==> config.mk <==
export PLATFORM = sky130hd
export DESIGN_NAME = serial_adder
export DESIGN_NICKNAME = d
export VERILOG_FILES = /design/src/rtl/serial_adder_pkg.sv /design/src/rtl/serial_adder_fa.sv /design/src/rtl/serial_adder.sv
export SDC_FILE = /design/constraint.sdc
export NUM_CORES = 1
export LEC_CHECK = 0
export ABC_AREA = 1
export BUFFER_PORTS_ARGS = -buffer_cell sky130_fd_sc_hd__buf_4
export CELL_PAD_IN_SITES_DETAIL_PLACEMENT = 0
export CELL_PAD_IN_SITES_GLOBAL_PLACEMENT = 2
export CORE_UTILIZATION = 29
export DETAILED_ROUTE_END_ITERATION = 8
export PLACE_DENSITY = 0.72
export SKIP_LAST_GASP = 1
export SYNTH_ARGS = -nofsm -noshare
export SYNTH_HDL_FRONTEND = slang
export SYNTH_SLANG_ARGS = --single-unit
==> constraint.sdc <==
create_clock -name clk -period 1.1 [get_ports clk]
set_input_delay 0.22 -clock clk [delete_from_list [all_inputs] [get_ports clk]]
set_output_delay 0.22 -clock clk [all_outputs]
set_load 0.005 [all_outputs]
==> src/rtl/serial_adder_pkg.sv <==
// Shared types and constants for the bit-serial adder.
// Optional subtract mode is controlled by SERIAL_ADDER_SUB_EN (see serial_adder.sv).
package serial_adder_pkg;

   localparam logic [1:0] ST_IDLE = 2'd0;
   localparam logic [1:0] ST_RUN  = 2'd1;
   localparam logic [1:0] ST_DONE = 2'd2;

   typedef enum logic [1:0] {
      IDLE = ST_IDLE,
      RUN  = ST_RUN,
      DONE = ST_DONE
   } state_t;

   // Bit counter must hold WIDTH-1; keep at least one bit for tiny widths.
   function automatic int count_width(input int width);
      if (width <= 2)
         return 1;
      return $clog2(width);
   endfunction

endpackage

==> src/rtl/serial_adder_fa.sv <==
// Single-bit full-adder cell used by serial_adder for each processed bit.
module fa (
   input  logic a,
   input  logic b,
   input  logic ci,
   output logic s,
   output logic co
);

   assign s  = a ^ b ^ ci;
   assign co = (a & b) | (a & ci) | (b & ci);

endmodule

==> src/rtl/serial_adder.sv <==
// Bit-serial WIDTH-bit adder: one fa evaluation per clock, LSB first.
// Define SERIAL_ADDER_SUB_EN to add a `sub` input selecting a - b.
module serial_adder
   import serial_adder_pkg::*;
#(
   parameter int WIDTH = 8
) (
   input  logic             clk,
   input  logic             rst_n,
   input  logic             start,
   input  logic [WIDTH-1:0] a,
   input  logic [WIDTH-1:0] b,
   input  logic             c_in,
`ifdef SERIAL_ADDER_SUB_EN
   input  logic             sub,
`endif
   output logic             busy,
   output logic             done,
   output logic [WIDTH-1:0] sum,
   output logic             c_out
);

   localparam int CW = count_width(WIDTH);
   localparam logic [CW-1:0] LAST_BIT = CW'(WIDTH - 1);

   state_t           state_reg, state_next;
   logic [WIDTH-1:0] op_a_reg, op_a_next;
   logic [WIDTH-1:0] op_b_reg, op_b_next;
   logic [WIDTH-1:0] res_reg, res_next;
   logic [WIDTH-1:0] sum_reg, sum_next;
   logic [CW-1:0]    count_reg, count_next;
   logic             carry_reg, carry_next;
   logic             c_out_reg, c_out_next;

   logic [WIDTH-1:0] b_load;
   logic             c_load;
   logic             fa_s;
   logic             fa_co;

`ifdef SERIAL_ADDER_SUB_EN
   // Two's-complement subtract: a + ~b + 1; c_out=1 then means no borrow.
   assign b_load = sub ? ~b : b;
   assign c_load = sub ? 1'b1 : c_in;
`else
   assign b_load = b;
   assign c_load = c_in;
`endif

   fa u_fa (
      .a  (op_a_reg[0]),
      .b  (op_b_reg[0]),
      .ci (carry_reg),
      .s  (fa_s),
      .co (fa_co)
   );

   always_ff @(posedge clk or negedge rst_n) begin
      if (!rst_n) begin
         state_reg <= IDLE;
         op_a_reg  <= '0;
         op_b_reg  <= '0;
         res_reg   <= '0;
         sum_reg   <= '0;
         count_reg <= '0;
         carry_reg <= 1'b0;
         c_out_reg <= 1'b0;
      end else begin
         state_reg <= state_next;
         op_a_reg  <= op_a_next;
         op_b_reg  <= op_b_next;
         res_reg   <= res_next;
         sum_reg   <= sum_next;
         count_reg <= count_next;
         carry_reg <= carry_next;
         c_out_reg <= c_out_next;
      end
   end

   always_comb begin
      state_next = state_reg;
      op_a_next  = op_a_reg;
      op_b_next  = op_b_reg;
      res_next   = res_reg;
      sum_next   = sum_reg;
      count_next = count_reg;
      carry_next = carry_reg;
      c_out_next = c_out_reg;

      case (state_reg)
         IDLE, DONE: begin
            if (start) begin
               op_a_next  = a;
               op_b_next  = b_load;
               carry_next = c_load;
               count_next = '0;
               state_next = RUN;
            end else begin
               state_next = IDLE;
            end
         end
         RUN: begin
            // Sum bits enter at the MSB so after WIDTH shifts bit 0 is the LSB.
            op_a_next  = {1'b0, op_a_reg[WIDTH-1:1]};
            op_b_next  = {1'b0, op_b_reg[WIDTH-1:1]};
            res_next   = {fa_s, res_reg[WIDTH-1:1]};
            carry_next = fa_co;
            count_next = count_reg + CW'(1);
            if (count_reg == LAST_BIT) begin
               sum_next   = {fa_s, res_reg[WIDTH-1:1]};
               c_out_next = fa_co;
               state_next = DONE;
            end
         end
         default: state_next = IDLE;
      endcase
   end

   assign busy  = (state_reg == RUN);
   assign done  = (state_reg == DONE);
   assign sum   = sum_reg;
   assign c_out = c_out_reg;

endmodule

# Word level (Yosys, flattened, before mapping)
# Cells that the tools add are included.
# classes
multipliers	0
reduce_logical	5
bitwise_logic	7
eq_ne	5
shifts	0
mux	11
add_sub_neg	1
div_mod_pow	0
n_lt_le_gt_ge	0
# op_table
op	count
$pmux 8 s2	2
$mux 8	2
$pmux 3 s2	1
$pmux 2 s2	1
$reduce_and 2->1	2
$add 3x1->3 const B	1
$and 1x1->1	3
$eq 3x3->1 const B	1
$mux 3	1
$eq 2x1->1 const B	1
$eq 2x2->1 const B	1
$logic_not 2->1	1
$mux 1	2
$mux 2	1
$ne 2x1->1 const B	1
$ne 2x2->1 const B	1
$or 1x1->1	2
$pmux 1 s2	1
$reduce_bool 2->1	1
$reduce_or 2->1	1
$xor 1x1->1	2
# totals
mem_bits_rw	0
out_inout_bits	11
n_memories	0
wordCells	37
latch_bits	0
romBits	0
regBits	39
input_bits	20

# Depth between registers and ports, before layout
# Gate-level depths: netlist (run 1).
# depth
ltp_word	4
depth_mapped	8
depth_no_buf	6

# Hierarchy
# Synthesis (run 1) repeated with hierarchy kept, for this count alone.
# hier_totals
cells_unflattened	219
area_unflattened_um2	1815.5
# by_module_without_submodules
module	seq_area_each_um2	area_per_inst_um2	instances	cells_each
serial_adder	950.9	1795.5	1	218
fa	0.0	20.0	1	1

# Worst setup path before layout (run 1)
# No wires, ideal clock.
# synth_timing
path_kind	register to register
from	reg count_reg[0]
to	reg sum_reg[7] (netlist: sum[7])
arrival_time_ns	1.145
path_stages_with_launch	7
setup_ns	0.074
required_time_ns	1.026
path_buffers	1
path_slack_ns	-0.119
synth_period_minus_slack_ns	1.219
path_cell_list	dfrtp_1 > ha_1 > ha_1 > nand2_4 > buf_6 > nand2_1 > o21ai_2
# synth_via
elab_chain_cells	2
# synth_rtl
element	line_no	rtl
start, declared	serial_adder.sv:31	logic [CW-1:0] count_reg, count_next;
start signal, assigned	serial_adder.sv:73	count_reg <= count_next;
$eq 3x3->1	serial_adder.sv:108	if (count_reg == LAST_BIT) begin
$reduce_and 2->1 (no line)	-	
end signal, assigned	serial_adder.sv:72	sum_reg <= sum_next;
end, declared	serial_adder.sv:30	logic [WIDTH-1:0] sum_reg, sum_next;
# No other way between the ends.
# A chain may end at the register's enable or synchronous reset.

# Final worst setup path (run 1)
# layout_timing
from	reg state_reg[1]
to	out done
# layout_via
elab_chain_cells	1
# layout_rtl
element	line_no	rtl
start, declared	serial_adder.sv:26	state_t state_reg, state_next;
start signal, assigned	serial_adder.sv:68	state_reg <= state_next;
$eq 2x2->1	serial_adder.sv:119	assign done = (state_reg == DONE);
end, declared	serial_adder.sv:18	output logic done,
# No other way between the ends.

==> results of run 1 <==
cell type report:
| class | instances | area (um2) |
|---|---|---|
| clock buffer | 6 | 82.6 |
| clock inverter | 2 | 12.5 |
| fill | 608 | 3260 |
| inverter | 42 | 173 |
| multi-input combinational | 130 | 800 |
| sequential | 38 | 952 |
| tap | 75 | 93.8 |
| timing repair buffer | 59 | 618 |
cell usage after synthesis (all sizes together):
master and number:
a21oi 1, buf 7, clkbuf 2, dfrtp 38, fa 1, ha 2, inv 42, nand2 75
nand3 30, nor2 3, o21ai 18
worst max-delay path, stage by stage (launching register included):
cell and delay (ns):
dfrtp_1 0.42, inv_2 0.07, buf_12 0.13, nor2_4 0.08, buf_6 0.10
per-stage QoR:
stage / utilization (%) / setup TNS (ns) / power [mW]
4_1_cts: 43.0 / -3.46 / 7.69
2_1_floorplan: - / -0.226 / 4.63
5_1_grt: 45.6 / -6.43 / 8.90
6_report: 45.6 / -4.00 / 8.14
3_3_place_gp: 37.7 / -0.717 / 5.79
3_5_place_dp: 37.7 / -0.741 / 5.82
repair_timing:
action	4_1_cts	5_1_grt
resized for setup	23	32
hold buffers	1	0
endpoints found under the hold margin	38	0
setup buffers	8	3
setup endpoints to repair	31	39
pin swaps	2	4
cloned	2	1
power by group:
part	internal [mW]	switching, mW
logic	2.39	2.24
clock network	0.504	0.507
registers	2.06	0.439
layout by cell type (no fill, tap or decap), drive strengths merged:
cell type	instances
a21oi	1
dlygate4sd3	1
clkinvlp	1
fa	1
nor2	3
clkbuf	7
clkinv	1
buf	57
dfrtp	38
nand3	30
inv	42
ha	2
nand2	75
o21ai	18
metal layers:
layer | GRT usage [%] | vias up | wire length (um)
met5 | 0 | - | 0
met4 | 6.43 | 0 | 72
met3 | 3.37 | 5 | 142
met2 | 21.4 | 28 | 2000
met1 | 20.9 | 719 | 2110
li1 | - | 783 | -
kinds of logic (layout without fill, tap and decap cells):
family | Yosys count | after routing
AOI/OAI and AO/OA | 19 | 19
adders and majority gates | 3 | 3
buffers and inverters | 51 | 109
DFF | 38 | 38
and+or+nand+nor | 108 | 108
worst max path at each step:
stage / start / end / depth (start not counted)
after detailed placement: op_a_reg[0] / res_reg[7] / 3
after global routing: state_reg[1] / done / 4
after floorplan: op_a_reg[0] / res_reg[7] / 3
after global placement: op_a_reg[0] / res_reg[7] / 3
final: state_reg[1] / done / 4
after CTS: state_reg[0] / done / 3
==> summary.md, run 1 <==
| Metric | Value |
|---|---|
| Via count | 1535 |
| Post-synthesis mux area share | 0% |
| Pin count of the biggest net entering global routing | 39 |
| Layout cell share with drive strength beyond 1 | roughly two fifths |
| Highest Clock Rate | around 760 MHz |
| HPWL Detailed | ~2.6 mm |
| Iter 0 DRT Violations | 71 |
| Post-synth cell types | 19 |
| Hold Path Class | in -> reg |
| Critical Path Sink Type | output pin |
| Slew @ Worst Pin | ~0.5 ns |
| Largest family of logic cells by synthesized area | simple AND/OR/NAND/NOR gates |
| Crit path kind | reg -> out |
| Placed instance area | around 2300 um2 |
| Worst EP required | between 0.8 and 0.9 ns |
| Count of clock tree sinks | 38 |
| Synth Register Bits | 38 |
| Failing checks | setup timing |
| Initial Utilization | 30.3% |
| Chip Width | approximately 81 um |
| Post-synthesis compound-gate area fraction | around 6.9% |
| Setup violators final | 36 |
| Final instance area | around 2700 um2 |
| Max clock buf depth | 2 |
| R2R Setup Slk | -0.17 ns |
| Synth top area share | between 50% and 60% |
| Drt wl/cell | between 10 and 15 um |
| Die height | slightly above 80 um |
| RSZ-0062 raised after global routing | yes |
| Diodes inserted | 0 |
| DRT Pass-1 Iters | 5 |
| Hold depth | 3 |
| VDD IR-drop max | ~0.0014 V |
| Worst Hold Margin | 0.141 ns |
| Final Cycle Share | 119% |
| Overall global routing resource usage | between 10% and 20% |
| Adder-Cell Fraction of Synth Area | between 2 and 2.5% |
| Syn nets | between 200 and 250 |
| Port Buffers | 30 |
| Clk Tree Root Cell | clkbuf_8 |
| Fin nets | roughly 300 |
| Post-route DRC violation count | 0 |
| Fin crit period | ~1.3 ns |
| Area growth syn-to-layout | 50.4% |
| Cells after DPL | roughly 330 |
| Hold Crit Start | a[7] |
| Worst Skew | around 0.013 ns |
| Worst r2r path cells | 7 |
| Slew Limit Fails | 0 |
| First-pass GRT wire length | around 7.1 mm |
| Status | complete, but fails checks |
| Xor/xnor share of the synthesized area | 0% |
| Max FO, Critical Path | 2 |
| Largest cells by area after synthesis | dfrtp_1, nand2_1, nand3_1 |
| Routability cong. | ~0.71 |
| PD cells | a little under 3000 nW/um2 |
| Via-per-instance ratio | ~4.4 |
| CTS tree | built |
| Avg Inst Size Synth | roughly 8.3 um2 |
| Normalized max-slew margin | 66.6% |
| Setup crit start kind | register |
| Pre-CTS setup slack | -0.0788 ns |
| Sequential-to-total area share from yosys stat | between 50% and 60% |
| Routed WL | ~4.3 mm |
| Synth Instances | about 220 |
| Reg2Reg Capture Point | res_reg[1] |
| Max-cap violations | 0 |
| Fin. Hold Viols | 0 |
| CP arrival | ~1.1 ns |
| Skew-Pair Late Insertion Delay | 0.29 ns |
| Clk slew on worst S/H paths | about 0.08 ns |
| I/O pin count | 31 |
| Synthesis warning total | 0 |
| Vias in the first global route | between 1000 and 1500 |
| Leak Pwr | approximately 1.4 nW |
| Initial antenna violation count | 0 |
| Final cell count without fillers | between 300 and 400 |
| Antenna Nets Post-Route | 0 |
| Htree depth | 2 |
| Die area | roughly 6600 um2 |
| Total clock buffers created by CTS | 5 |
| Synth Area in Simple Gates | 25.9% |
| Mapped Area | roughly 1800 um2 |
| Hold endpoint | op_a_reg[7] |
| Leading area contributor after synthesis | dfrtp_1 |
| R2R Path Start | state_reg[1] |
| Core Region | ~6000 um2 |
| Row count | 28 |
| Final setup margin | -0.211 ns |
| Total gr overflow | 0 |
Note: power is estimated with default switching activity, not from simulation.
==> inputs of run 2 (changes only) <==
- BUFFER_PORTS_ARGS: -buffer_cell sky130_fd_sc_hd__buf_4 -> not set
- CORE_UTILIZATION: 29 -> 33
- DONT_BUFFER_PORTS: not set -> 1
==> run 2 against run 1 <==
Effect of this change: the run ends with hold timing, setup timing left; final area fell by 9.7%; first-iteration DRC count fell by 59%; non-clock buffer count fell by 33; die area fell by 12%; combinational power fell by 13%; clock skew fell by 0.0026 ns; core utilization rose by 1.8 points; critical endpoint is now res_reg[7]; largest power group unchanged.
==> summary.md, run 2 (synthesized netlist as in run 1, its figures left out) <==
| Metric | Value |
|---|---|
| Htree depth | 2 (unchanged) |
| Commonest non-fill, non-tap cells in the layout | nand2_1, inv_1, dfrtp_1 |
| Max FO, Critical Path | 2 (unchanged) |
| Total clock buffers created by CTS | 5 (unchanged) |
| Placed instance area | 2010 um2 (-11%) |
| Pin count of the biggest net entering global routing | 39 (unchanged) |
| Worst EP required | 1.33 ns (+0.45 ns) |
| Worst Hold Margin | -0.387 ns (-0.528 ns) |
| Failing checks | hold timing, setup timing |
| Core Region | 5200 um2 (-13%) |
| NetSw | 3.15 mW (-1.1%) |
| Critical Path Sink Type | register |
| Normalized max-slew margin | 88.6% (+22 points) |
| PD cells | 3260 nW/um2 (+9.3%) |
| Leak Pwr | 1.28 nW (-10%) |
| Commonest non-fill, non-tap cell in the layout | nand2_1 |
| Origin of the worst setup path | carry_reg |
| Final Cycle Share | 110% (-9.2 points) |
| R2R Setup Slk | -0.11 ns (+0.06 ns) |
| Fin crit period | 1.21 ns (-0.101 ns) |
| Max clock buf depth | 2 (unchanged) |
| Slew Limit Fails | 0 (unchanged) |
| Routability cong. | 0.741 (+4.6%) |
| Initial Utilization | 34.9% (+4.6 points) |
| Port Buffers | 0 (-100%) |
| Antenna Nets Post-Route | 0 (unchanged) |
| Combinational share of power | 50.5% (-6.3 points) |
| Hold Path Class | in -> async |
| Routed WL | 4.22 mm (-2.6%) |
| Die height | 76.2 um (-6.1%) |
| Overall global routing resource usage | 15.9% (+1.1 points) |
| Reg2Reg Capture Point | res_reg[7] |
| CP arrival | 1.44 ns (+0.35 ns) |
| HPWL Detailed | 2.75 mm (+7.2%) |
| Crit path kind | reg -> reg |
| Drt wl/cell | 13.4 um (+8.8%) |
| Initial antenna violation count | 0 (unchanged) |
| Sw Share | 39.2% (+0.078 points) |
| Skew-Pair Late Insertion Delay | 0.29 ns (about the same) |
| Final cell count without fillers | 315 (-11%) |
| Row count | 26 (-7.1%) |
| Final setup margin | -0.110 ns (+0.101 ns) |
| Via count | 1439 (-6.3%) |
| Count of clock tree sinks | 38 (unchanged) |
| VDD IR-drop max | 0.000979 V (-30%) |
| Filler cells | 534 (-12%) |
| Status | complete, but fails checks |
| Area growth syn-to-layout | 35.8% |
| Fin nets | 267 (-11%) |
| Post-route DRC violation count | 0 (unchanged) |
| Diodes inserted | 0 (unchanged) |
| Clock share of power | 17.8% (+5.4 points) |
| CTS tree | built |
| DRT Pass-1 Iters | 4 (-1) |
| Max-cap violations | 0 (unchanged) |
| Total power | 8.03 mW (-1.3%) |
| Clk slew on worst S/H paths | 0.08 ns (about the same) |
| Die area | 5800 um2 (-12%) |
| Setup violators final | 34 (-5.6%) |
| Layout cell share with drive strength beyond 1 | 32.7% (-5.6 points) |
| Worst Skew | 0.0102 ns (-0.00264 ns) |
| Via-per-instance ratio | 4.57 (+4.8%) |
| RSZ-0062 raised after global routing | yes |
| Worst r2r path cells | 3 (-4) |
| Slew @ Worst Pin | 0.170 ns (-0.330 ns) |
| First-pass GRT wire length | 7.16 mm (+1.3%) |
| Setup crit start kind | register |
| Chip Width | 76.2 um (-6.1%) |
| Vias in the first global route | 1488 (+2.6%) |
| Share of power burned in registers | 31.7% (+1.0 points) |
| TNS Setup | -2.26 ns (+1.74 ns) |
| Total gr overflow | 0 (unchanged) |
| Clk Tree Root Cell | clkbuf_8 |
| Internal Power | 4.89 mW (-1.5%) |
| Final instance area | 2470 um2 (-9.7%) |
| Highest Clock Rate | 826 MHz (+8.3%) |
| I/O pin count | 31 (unchanged) |
| Fin. Hold Viols | 38 (+38) |
| R2R Path Start | carry_reg |
| Cells after DPL | 295 (-10%) |
| Iter 0 DRT Violations | 29 (-59%) |
[run 2: worst max path at each step]
stage,slack [ns],end
CTS,-0.13,busy
floorplan,-0.05,res_reg[7]
detailed placement,-0.11,res_reg[7]
global placement,-0.07,res_reg[7]
finish,-0.11,res_reg[7]
global route,-0.17,sum[7]
[run 2: timing repair]
| item | CTS | global route |
|---|---|---|
| gates resized for setup | 38 | 18 |
| pin swaps | 6 | 10 |
| gates cloned | 2 | 0 |
| setup endpoints to repair | 31 | 39 |
| endpoints found under the hold margin | 38 | 38 |
| buffers inserted | 9 | 1 |
[run 2: layer usage]
metal  up-vias  wire [um]  share of wire [%]  track usage [%]
li1        715          -                  -                -
met1       690       1730                 41             18.6
met2        26       2270                 54             28.0
met3         8        138                3.3             4.07
met4         0         72                1.7             5.77
met5         -          0                  0                0
[run 2: through the flow]
step | utilization [%] | worst slack, ns | hold WS [ns]
final | 47.4 | -0.110 | -0.387
after global routing | 47.4 | -0.169 | -0.410
after CTS | 46.0 | -0.127 | -0.403
after detailed placement | 38.6 | -0.113 | -0.0741
after global placement | 38.6 | -0.0671 | -0.0745
after floorplan | - | -0.0509 | -0.0756
[run 2: area by class of cell]
type | instances | area [um2] | area share, %
clock inverter | 3 | 68.8 | 2.79
tap | 70 | 87.6 | 3.55
multi-input combinational | 130 | 810 | 32.8
timing repair buffer | 26 | 298 | 12.1
clock buffer | 5 | 68.8 | 2.79
timing repair inverter | 1 | 8.76 | 0.355
inverter | 42 | 173 | 7.00
sequential | 38 | 952 | 38.6
[run 2: power groups by stage]
stage / clock network, mW / logic (mW) / registers, mW
floorplan: 0 / 2.24 / 2.39
detailed placement: 0 / 2.99 / 2.52
global placement: 0 / 2.91 / 2.49
CTS: 1.48 / 3.79 / 2.55
finish: 1.43 / 4.05 / 2.55
global route: 1.53 / 4.54 / 2.62
[run 2: worst max-delay path: stages, from the launching register on]
cell and delay, ns:
dfrtp_1 0.42, fa_2 0.58, inv_2 0.05, o21ai_2 0.10
